### config.mk
export PLATFORM = sky130hd
export DESIGN_NAME = gcd_lcm_engine_flat
export DESIGN_NICKNAME = d
export VERILOG_FILES = /design/src/rtl/gcd_pkg.sv /design/src/rtl/gcd_lcm_engine_if.sv /design/src/rtl/gcd_lcm_dp.sv /design/src/rtl/gcd_lcm_engine.sv /design/src/flat_wrapper.sv
export SDC_FILE = /design/constraint.sdc
export NUM_CORES = 1
export LEC_CHECK = 0
export CAP_MARGIN = 30
export CORE_MARGIN = 2
export CORE_UTILIZATION = 60
export DETAILED_ROUTE_END_ITERATION = 10
export PLACE_DENSITY = 0.87
export SYNTH_ARGS = -nofsm -noshare
export SYNTH_HDL_FRONTEND = slang
export SYNTH_SLANG_ARGS = --single-unit
### constraint.sdc
create_clock -name clk -period 6 [get_ports clk]
set_input_delay 1.2 -clock clk [delete_from_list [all_inputs] [get_ports clk]]
set_output_delay 1.2 -clock clk [all_outputs]
set_load 0.01 [all_outputs]
### src/rtl/gcd_pkg.sv
// Shared types and constants for the GCD/LCM engine: FSM state encoding and mode selectors.
package gcd_pkg;

    typedef enum logic [1:0] {
        IDLE = 2'd0,
        CALC = 2'd1,
        FIN  = 2'd2
    } state_t;

    localparam logic MODE_GCD = 1'b0;
    localparam logic MODE_LCM = 1'b1;

endpackage

### src/rtl/gcd_lcm_engine_if.sv
// Request/result bundle between a controller (master) and the GCD/LCM engine (slave).
interface gcd_lcm_engine_if #(
    parameter int WIDTH = 8
);

    logic                 i_start;
    logic                 i_mode;
    logic [WIDTH-1:0]     i_a;
    logic [WIDTH-1:0]     i_b;
    logic                 o_busy;
    logic                 o_done;
    logic                 o_error;
    logic [2*WIDTH-1:0]   o_y;

    modport master (
        output i_start, i_mode, i_a, i_b,
        input  o_busy, o_done, o_error, o_y
    );

    modport slave (
        input  i_start, i_mode, i_a, i_b,
        output o_busy, o_done, o_error, o_y
    );

endinterface

### src/rtl/gcd_lcm_dp.sv
// One combinational iteration step shared by GCD (subtract smaller from larger)
// and LCM (advance the smaller running multiple by its own operand).
module gcd_lcm_dp
    import gcd_pkg::*;
#(
    parameter int WIDTH = 8
) (
    input  logic [2*WIDTH-1:0] i_x,
    input  logic [2*WIDTH-1:0] i_z,
    input  logic [WIDTH-1:0]   i_opA,
    input  logic [WIDTH-1:0]   i_opB,
    input  logic               i_mode,
    output logic [2*WIDTH-1:0] o_xNext,
    output logic [2*WIDTH-1:0] o_zNext,
    output logic               o_equal
);

    logic               w_gcd;
    logic               w_selX;
    logic [2*WIDTH-1:0] w_lhs;
    logic [2*WIDTH-1:0] w_rhs;
    logic [2*WIDTH-1:0] w_res;

    // w_selX picks which register is rewritten this step; a single add/sub unit serves both modes.
    always_comb begin
        w_gcd  = (i_mode == MODE_GCD);
        w_selX = w_gcd ? (i_x > i_z) : (i_x < i_z);
        w_lhs  = w_selX ? i_x : i_z;
        if (w_gcd) begin
            w_rhs = w_selX ? i_z : i_x;
        end else begin
            w_rhs = w_selX ? {{WIDTH{1'b0}}, i_opA} : {{WIDTH{1'b0}}, i_opB};
        end
        w_res   = w_gcd ? (w_lhs - w_rhs) : (w_lhs + w_rhs);
        o_xNext = w_selX ? w_res : i_x;
        o_zNext = w_selX ? i_z   : w_res;
        o_equal = (i_x == i_z);
    end

endmodule

### src/rtl/gcd_lcm_engine.sv
// Multi-cycle GCD/LCM engine: START/DONE handshake, zero-operand ERROR, BUSY while iterating.
module gcd_lcm_engine
    import gcd_pkg::*;
#(
    parameter int WIDTH = 8
) (
    input  logic              clk,
    input  logic              rst,
    gcd_lcm_engine_if.slave   bus
);

    state_t             r_state;
    logic [2*WIDTH-1:0] r_x;
    logic [2*WIDTH-1:0] r_z;
    logic [WIDTH-1:0]   r_opA;
    logic [WIDTH-1:0]   r_opB;
    logic               r_mode;
    logic               r_errPend;
    logic               r_busy;
    logic               r_done;
    logic               r_error;
    logic [2*WIDTH-1:0] r_y;

    logic [2*WIDTH-1:0] w_xNext;
    logic [2*WIDTH-1:0] w_zNext;
    logic               w_equal;

    gcd_lcm_dp #(
        .WIDTH   (WIDTH)
    ) u_dp (
        .i_x     (r_x),
        .i_z     (r_z),
        .i_opA   (r_opA),
        .i_opB   (r_opB),
        .i_mode  (r_mode),
        .o_xNext (w_xNext),
        .o_zNext (w_zNext),
        .o_equal (w_equal)
    );

    // A zero operand parks in FIN for one silent cycle so its DONE lands one edge
    // after capture, the same timing as an A==B request, without raising BUSY.
    always_ff @(posedge clk or posedge rst) begin
        if (rst) begin
            r_state   <= IDLE;
            r_x       <= '0;
            r_z       <= '0;
            r_opA     <= '0;
            r_opB     <= '0;
            r_mode    <= MODE_GCD;
            r_errPend <= 1'b0;
            r_busy    <= 1'b0;
            r_done    <= 1'b0;
            r_error   <= 1'b0;
            r_y       <= '0;
        end else begin
            case (r_state)
                IDLE: begin
                    r_done <= 1'b0;
                    if (bus.i_start) begin
                        r_opA   <= bus.i_a;
                        r_opB   <= bus.i_b;
                        r_x     <= {{WIDTH{1'b0}}, bus.i_a};
                        r_z     <= {{WIDTH{1'b0}}, bus.i_b};
                        r_mode  <= bus.i_mode;
                        r_error <= 1'b0;
                        if ((bus.i_a == '0) || (bus.i_b == '0)) begin
                            r_errPend <= 1'b1;
                            r_state   <= FIN;
                        end else begin
                            r_busy  <= 1'b1;
                            r_state <= CALC;
                        end
                    end
                end
                CALC: begin
                    if (w_equal) begin
                        r_y     <= r_x;
                        r_done  <= 1'b1;
                        r_busy  <= 1'b0;
                        r_state <= FIN;
                    end else begin
                        r_x <= w_xNext;
                        r_z <= w_zNext;
                    end
                end
                FIN: begin
                    if (r_errPend) begin
                        r_errPend <= 1'b0;
                        r_done    <= 1'b1;
                        r_error   <= 1'b1;
                        r_y       <= '0;
                    end else begin
                        r_done  <= 1'b0;
                        r_state <= IDLE;
                    end
                end
                default: begin
                    r_busy  <= 1'b0;
                    r_done  <= 1'b0;
                    r_state <= IDLE;
                end
            endcase
        end
    end

    assign bus.o_busy  = r_busy;
    assign bus.o_done  = r_done;
    assign bus.o_error = r_error;
    assign bus.o_y     = r_y;

endmodule
### src/flat_wrapper.sv
// flat-port wrapper written by rule: the top's interface ports become plain ports
module gcd_lcm_engine_flat import gcd_pkg::*;
#(
    parameter int WIDTH = 8
)
  (clk, rst, bus_i_start, bus_i_mode, bus_i_a, bus_i_b, bus_o_busy, bus_o_done, bus_o_error, bus_o_y);
  gcd_lcm_engine_if #(.WIDTH(WIDTH)) bus_i ();
  input  logic clk;
  input  logic rst;
  input wire logic [$bits(bus_i.i_start)-1:0] bus_i_start;
  input wire logic [$bits(bus_i.i_mode)-1:0] bus_i_mode;
  input wire logic [$bits(bus_i.i_a)-1:0] bus_i_a;
  input wire logic [$bits(bus_i.i_b)-1:0] bus_i_b;
  output wire logic [$bits(bus_i.o_busy)-1:0] bus_o_busy;
  output wire logic [$bits(bus_i.o_done)-1:0] bus_o_done;
  output wire logic [$bits(bus_i.o_error)-1:0] bus_o_error;
  output wire logic [$bits(bus_i.o_y)-1:0] bus_o_y;
  assign bus_i.i_start = bus_i_start;
  assign bus_i.i_mode = bus_i_mode;
  assign bus_i.i_a = bus_i_a;
  assign bus_i.i_b = bus_i_b;
  assign bus_o_busy = bus_i.o_busy;
  assign bus_o_done = bus_i.o_done;
  assign bus_o_error = bus_i.o_error;
  assign bus_o_y = bus_i.o_y;
  gcd_lcm_engine #(.WIDTH(WIDTH)) u_core (.clk(clk), .rst(rst), .bus(bus_i));
endmodule
==> results of run 1 <==
[cells in the mapped netlist, drive strengths merged (2+ instances only)]
library cell	number
a211oi	3
a21boi	3
a21o	6
a21oi	42
a221oi	2
a311oi	2
a31oi	8
and3	7
buf	3
clkbuf	22
dfrtp	71
ha	33
inv	37
mux2	34
mux2i	14
nand2	89
nand2b	17
nand3	10
nand4	7
nor2	44
nor2b	2
nor3	16
nor4	7
o2111ai	3
o211ai	4
o21a	5
o21ai	59
o21bai	2
o311ai	2
o31ai	9
o32ai	2
xnor2	18
xor2	9
[per-stage QoR]
| step | hold WS (ps) | cell area (um2) | utilization [%] |
|---|---|---|---|
| after floorplan | 465.9 | 5243 | - |
| after global placement | 459.1 | 5709 | 66.44 |
| after detailed placement | 469.1 | 5709 | 66.44 |
| after CTS | 486.1 | 5882 | 68.45 |
| after global routing | 505.0 | 5882 | 68.45 |
| final | 480.1 | 5882 | 68.45 |
[logic make-up after synthesis]
group                      Yosys count  synth area share (%)
AOI/OAI and AO/OA                  163                 20.31
xor gates and xnor gates            27                 4.511
adders and majority gates           34                 8.258
buffers and inverters               62                 4.439
DFF                                 71                 33.89
muxes                               48                 9.976
and+or+nand+nor                    205                 18.62
[worst min path at each step]
stage          slack (ps)                 to  depth (start not counted)               from
2_1_floorplan         470      u_core.r_z[6]                          2      u_core.r_z[6]
3_3_place_gp          460  u_core.bus.o_y[7]                          2  u_core.bus.o_y[7]
3_5_place_dp          470  u_core.bus.o_y[4]                          2  u_core.bus.o_y[4]
4_1_cts               490  u_core.bus.o_y[4]                          2  u_core.bus.o_y[4]
5_1_grt               510  u_core.bus.o_y[4]                          2  u_core.bus.o_y[4]
6_report              480  u_core.bus.o_y[4]                          2  u_core.bus.o_y[4]
[area by class of cell]
type	instances	area (um2)
fillers	701	2711
repair buffers	44	425.4
multi-input cells	477	3233
inverters	37	138.9
well taps	108	135.1
clock inverters	7	48.80
flip-flops and latches	71	1777
clock buffers	9	123.9
[sequential cells by signal (all words and copies together) (netlist names)]
name                cells
u_core.bus.o_busy       1
u_core.bus.o_done       1
u_core.bus.o_error      1
u_core.bus.o_y         16
u_core.r_errPend        1
u_core.r_mode           1
u_core.r_opA            8
u_core.r_opB            8
u_core.r_state          2
u_core.r_x             16
u_core.r_z             16
[tightest hold or removal path, delay by kind of cell (launching register included)]
kind,cells,cell delay [ps]
AOI/OAI and AO/OA,1,60
and+or+nand+nor,1,40
DFF,1,350
[routing by layer]
| layer | vias to the layer above | track usage [%] |
|---|---|---|
| li1 | 2235 | - |
| met1 | 2278 | 40.49 |
| met2 | 253 | 48.06 |
| met3 | 43 | 7.482 |
| met4 | 0 | 10.79 |
| met5 | - | 0 |
==> metrics, run 1 <==
outcome completed; placed cells 737; Rel. slew slack 30.94%; CP endpoint kind register; mapped cell area 5243 um2; Final Wtd Congestion 1.021; die area 9501 um2; Clock Sinks 71; Final Non-Filler Cells 753; most common cell after layout, fill and taps aside nand2_1; Core ar. 8593 um2; R2R depth 19; Overall Global Routing Usage 30.28%; Ys Warns 0; Routed WL per cell 18.50 um; FF+latch count, synth 71; CP Cell Sequence inv_1 > ha_1 > nand4_1 > nor2_1 > a22o_4 > o31a_1 > a21oi_1 > buf_4 > mux2_2 > ha_1 > a21oi_1 > o21bai_1 > a21o_1 > a221oi_1 > o21a_1 > o21ai_0 > a21oi_1 > nor3_1 > o32ai_1; WL met1 5.862 mm; kind of cell adding the most delay to the critical path compound AO/OA/AOI/OAI gates; top cell type's share of synthesized area 33.89%; H-Tree Depth 3; met3 wire len 1.230 mm; Clk Tree Root Cell clkbuf_8; drt total wl 13.93 mm; Clock Latency Late Sink 360 ps; Final period util 90.32%; f_max 0.1845 GHz; antenna-violating nets left 0; largest net degree at the start of global routing 72; min cycle time layout 5419 ps; first-pass GRT wire length 23.09 mm; critical path class reg2reg; dpl hpwl 10.34 mm; setup TNS 0 ps; Pins Over Slew Limit 0; critical path launch point type register; Vias 4809; initial antenna violation count 0; start of the worst register-to-register path u_core.r_z[9]; Reg clk slew, reported paths 80 ps; Worst Skew 14.16 ps; Worst-Margin Slew 1033 ps; Met2 Routed Length 6.490 mm; syn_area_per_cell 8.594 um2; CTS buffer count 9; required time worst endpoint 6260 ps; Crit path largest cell delay 610 ps; FFs w/ async S/R, synth 100.0%; Top FF cell, synth dfrtp_1; Post-CTS Repair Setup Buffers 0; Vias/cell 6.386; Worst Path Arrival 5680 ps; n_diodes 0; RSZ-0062 raised after global routing false; Reg2Reg Setup Slack 580 ps; highest routed layer met4; share of cells above drive strength 1 11.32%; Place WS 729.3 ps; reg2reg end u_core.r_z[15]; Setup WS post-layout 580.5 ps; Starting Density 61.01%; TritonCTS clock tree yes; Die Wd 97.48 um; clock tree buffer depth 2; count of final hold-check violations 0; number of synthesized flops with an enable pin 0; most used cell, CP a21oi_1; Synth-to-Final Area Change 12.20%; Worst Path Buf+Inv 2; post-synthesis cell type count 65; top cells by area, synth dfrtp_1 (34%), ha_1 (7.9%), mux2_2 (7.1%), nand2_1 (6.4%), o21ai_0 (5.3%); Iter 0 DRT Violations 539; Synth Instances 610; maxcap violations 0; type of the worst min-delay path reg2reg; Crit path depth 19; Synth area leader dfrtp_1; Worst path slowest cell a21oi_1; Congestion Overflow GR 0; most frequent cells in the layout nand2_1 (89), dfrtp_1 (71), o21ai_0 (55); count of final setup violators 0; IO Pins 39; Nets 694; CTS Hold Bufs 0; PostCTS Resize Cnt 0; cell row count 34; Die H 97.48 um; Remaining DRCs 0; syn nets 664; Worst Setup SP u_core.r_z[9]; crit path to u_core.r_z[15]; IO Port Bufs 38; sequential element share of the synthesized area 33.89%; vias in the first global route 4603; CP Max Fanout 14; drt first pass iters 5
Power of run 1 is left out: the tool's default activity adds up to more than one toggle a clock period on the data nets, which glitch-free logic cannot reach.
==> run 2, diff against run 1 <==
Settings changed: ABC_AREA set to 0, CORE_MARGIN 2 to not set, REMOVE_ABC_BUFFERS set to 1.
==> run 2 against run 1 <==
Compared with the run above: non-clock buffer count is the same; worst hold slack lost 1.3 ps; critical path depth grew 2; global-route usage grew 2.7 points; first-iteration DRC count shrank 14%.
==> metrics, run 2 (synthesized netlist as in run 1, its figures left out) <==
outcome completed; placed cells 734; n_diodes 0; Layout fillers 667; Worst Path Buf+Inv 2; most used cell, CP o21ai_0; CP endpoint kind register; area of the multi-input gates 3233 um2; Clk Tree Root Cell clkbuf_8; cell row count 33; drt first pass iters 6; Routed WL per cell 18.79 um; Remaining DRCs 0; Vias/cell 6.405; Final period util 91.10%; CTS Hold Bufs 0; Pins Over Slew Limit 0; CP Max Fanout 9; Die H 95.48 um; TritonCTS clock tree yes; setup TNS 0 ps; Final Non-Filler Cells 750; Final Wtd Congestion 1.025; type of the worst min-delay path reg2reg; f_max 0.1829 GHz; drt total wl 14.09 mm; count of final setup violators 0; IO Port Bufs 38; required time worst endpoint 6260 ps; most frequent cells in the layout nand2_1 (89), dfrtp_1 (71), o21ai_0 (55); CP Cell Sequence ha_1 > a41oi_2 > o21ai_1 > a22o_4 > nor3_4 > a21oi_1 > buf_4 > mux2_2 > inv_1 > fa_1 > nor2b_1 > o21ai_0 > a21oi_1 > o21ai_0 > a21boi_0 > o2111ai_1 > a31oi_1 > a31oi_1 > xnor2_1 > nand2_1 > o21ai_0; count of final hold-check violations 0; maxcap violations 0; IO Pins 39; Clock Latency Late Sink 370 ps; first-pass GRT wire length 22.56 mm; Crit path largest cell delay 500 ps; die area 9115 um2; Vias 4804; critical path launch point type register; Worst Skew 13.72 ps; critical path class reg2reg; Die Wd 95.48 um; H-Tree Depth 3; vias in the first global route 4508; RSZ-0062 raised after global routing false; Worst Path Arrival 5720 ps; Clock Sinks 71; storage element area 1777 um2; Worst-Margin Slew 1002 ps; Core ar. 8341 um2; most common cell after layout, fill and taps aside nand2_1; Worst path slowest cell nor3_4; initial antenna violation count 0; CTS buffer count 9; clock tree buffer depth 2; min cycle time layout 5466 ps; Rel. slew slack 33.18%; Congestion Overflow GR 0; Reg clk slew, reported paths 80 ps; Post-CTS Repair Setup Buffers 0; kind of cell adding the most delay to the critical path compound AO/OA/AOI/OAI gates; Overall Global Routing Usage 33.01%; Iter 0 DRT Violations 465; antenna-violating nets left 0; dpl hpwl 10.15 mm; Nets 694; Starting Density 62.86%; largest net degree at the start of global routing 72; share of cells above drive strength 1 11.16%; Synth-to-Final Area Change 13.08%; PostCTS Resize Cnt 0
==> run 2: cell types whose count changed in the layout (fill, tap and decap cells not counted) <==
cell,change
clkinv_4,-1
clkinv_2,-2
clkbuf_1,+1
clkbuf_8,+1
bufinv_16,+2
inv_6,-1
==> run 2: final timing paths <==
kind / from / endpoint / slack (ps) / cells after the start
worst min-delay path: u_core.bus.o_y[8] / u_core.bus.o_y[8] / 480 / 2
worst max register to register: u_core.r_x[6] / u_core.r_x[14] / 530 / 21
min in group asynchronous: rst / u_core.r_state[0] / 1420 / 3
worst max-delay path: u_core.r_x[6] / u_core.r_x[14] / 530 / 21
worst min register to register: u_core.bus.o_y[8] / u_core.bus.o_y[8] / 480 / 2
max in group asynchronous: rst / u_core.r_opA[4] / 3980 / 3
==> run 2: per-layer routing <==
layer	GRT usage [%]	part of all wire [%]
met1	43.80	42
met2	52.02	46
met3	7.974	9.0
met4	12.56	2.5
met5	0	0
==> run 2: per-stage QoR <==
stage / setup slack, ps / hold slack [ps] / utilization, % / instance area (um2)
4_1_cts: 679.4 / 485.4 / 71.08 / 5928
3_3_place_gp: 1062 / 459.9 / 68.41 / 5705
3_5_place_dp: 797.2 / 467.3 / 68.41 / 5705
6_report: 533.8 / 478.8 / 71.08 / 5928
5_1_grt: 258.2 / 505.6 / 71.08 / 5928
2_1_floorplan: 842.9 / 465.9 / - / 5149
==> run 2: layout make-up <==
class	count	area share, %
tap	105	2.216
clock buffer	11	2.385
inverter	37	2.343
multi-input combinational	477	54.54
timing repair buffer	44	7.176
sequential	71	29.97
clock inverter	5	1.372
==> run 2: tightest hold or removal path, cell delays in order (launching register included) <==
cell and delay [ps]:
dfrtp_1 340, nand2_1 50, o21ai_0 60
Power of run 2 is left out for the same reason.
==> run 3, diff against run 2 <==
Settings changed: RECOVER_POWER set to 25.
==> run 3 against run 2 <==
Compared with the run above: the run now ends with max-capacitance violations, max-slew violations left; global-route usage stayed put; final area is 0.13% lower; die area stayed put; critical path depth stayed put.
==> metrics, run 3 (synthesized netlist as in run 1, its figures left out) <==
Synth-to-Final Area Change 12.94%; first-pass GRT wire length 22.56 mm; PostCTS Resize Cnt 0; drt first pass iters 6; Met2 Routed Length 6.541 mm; Die H 95.48 um; most frequent cells in the layout nand2_1 (89), dfrtp_1 (71), o21ai_0 (55); critical path class reg2reg; IO Pins 39; met3 wire len 1.221 mm; dpl hpwl 10.15 mm; Crit path largest cell delay 520 ps; Worst Path Buf+Inv 2; Post-CTS Repair Setup Buffers 0; CTS buffer count 9; WHS 479.7 ps; cell row count 33; highest routed layer met4; critical path launch point type register; Core ar. 8341 um2; clock tree buffer depth 2; IO Port Bufs 38; Die Wd 95.48 um; f_max 0.1818 GHz; Worst Setup SP u_core.r_x[6]; count of final setup violators 0; drt total wl 14.17 mm; Reg clk slew, reported paths 80 ps; required time worst endpoint 6250 ps; start of the worst register-to-register path u_core.r_x[6]; setup TNS 0 ps; Worst Path Arrival 5760 ps; H-Tree Depth 3; antenna-violating nets left 0; initial antenna violation count 0; CTS Hold Bufs 0; Clk Tree Root Cell clkbuf_8; RSZ-0062 raised after global routing false; TritonCTS clock tree yes; Final period util 91.69%; most common cell after layout, fill and taps aside nand2_1; Worst-Margin Slew 3783 ps; maxcap violations 1; largest net degree at the start of global routing 72; Worst Skew 13.15 ps; vias in the first global route 4508; CP Cell Sequence ha_1 > a41oi_2 > o21ai_1 > a22o_4 > nor3_4 > a21oi_1 > buf_4 > mux2_2 > inv_1 > fa_1 > nor2b_1 > o21ai_0 > a21oi_1 > o21ai_0 > a21boi_0 > o2111ai_1 > a31oi_1 > a31oi_1 > xnor2_1 > nand2_1 > o21ai_0; die area 9115 um2; kind of cell adding the most delay to the critical path compound AO/OA/AOI/OAI gates; Pins Over Slew Limit 72; Worst path slowest cell nor3_4; Nets 694; min-delay src u_core.bus.o_y[8]; Final Non-Filler Cells 750; type of the worst min-delay path reg2reg; CP Max Fanout 9; most used cell, CP o21ai_0; Starting Density 62.86%; n_diodes 0; Clock Latency Late Sink 370 ps; outcome finished with violations; min cycle time layout 5501 ps; Remaining DRCs 0; Congestion Overflow GR 0; Rel. slew slack -152.2%; Vias/cell 6.348; WL met1 6.062 mm; count of final hold-check violations 0; CP endpoint kind register; Iter 0 DRT Violations 495; Final Wtd Congestion 1.025; share of cells above drive strength 1 10.70%; Vias 4761; Routed WL per cell 18.89 um; Overall Global Routing Usage 33.01%; failing checks max-capacitance violations, max-slew violations; placed cells 734; Clock Sinks 71
[run 3: cell types whose count changed in the layout (fill, tap and decap cells not counted)]
cell / previous run / this run
clkdlybuf4s50_1: 38 / 37
inv_2: 1 / 0
clkinv_1: 0 / 1
or4_1: 0 / 1
dlygate4sd3_1: 0 / 1
or4_4: 1 / 0
clkbuf_1: 1 / 2
buf_4: 6 / 5
[run 3: cell type report]
class	count	area (um2)
sequential	71	1777
timing repair buffer	44	421.7
inverter	37	138.9
fill	667	2420
tap	105	131.4
clock inverter	5	81.33
clock buffer	11	141.4
multi-input combinational	477	3229
[run 3: routing by layer]
layer	GRT usage, %	vias up
met1	43.80	2262
met4	12.56	0
met2	52.02	229
li1	-	2224
met5	0	-
met3	7.974	46
[run 3: path summary, 6_finish.rpt]
check / to / slack (ps) / depth (start not counted)
min in group asynchronous: u_core.r_state[0] / 2740 / 3
min reg2reg: u_core.bus.o_y[8] / 480 / 2
max reg2reg: u_core.r_x[14] / 500 / 21
max in group asynchronous: u_core.r_z[5] / 1130 / 3
max: u_core.r_x[14] / 500 / 21
min: u_core.bus.o_y[8] / 480 / 2
[run 3: through the flow]
stage / utilization, % / worst slack (ps) / instance area, um2
2_1_floorplan: - / 842.9 / 5149
3_3_place_gp: 68.41 / 1062 / 5705
3_5_place_dp: 68.41 / 797.2 / 5705
4_1_cts: 71.08 / 679.4 / 5928
5_1_grt: 70.99 / 270.8 / 5921
6_report: 70.99 / 498.7 / 5921
[run 3: tightest hold or removal path: stages, from the launching register on]
cell and delay, ps:
dfrtp_1 340, nand2_1 50, o21ai_0 60
Power of run 3 is left out for the same reason.
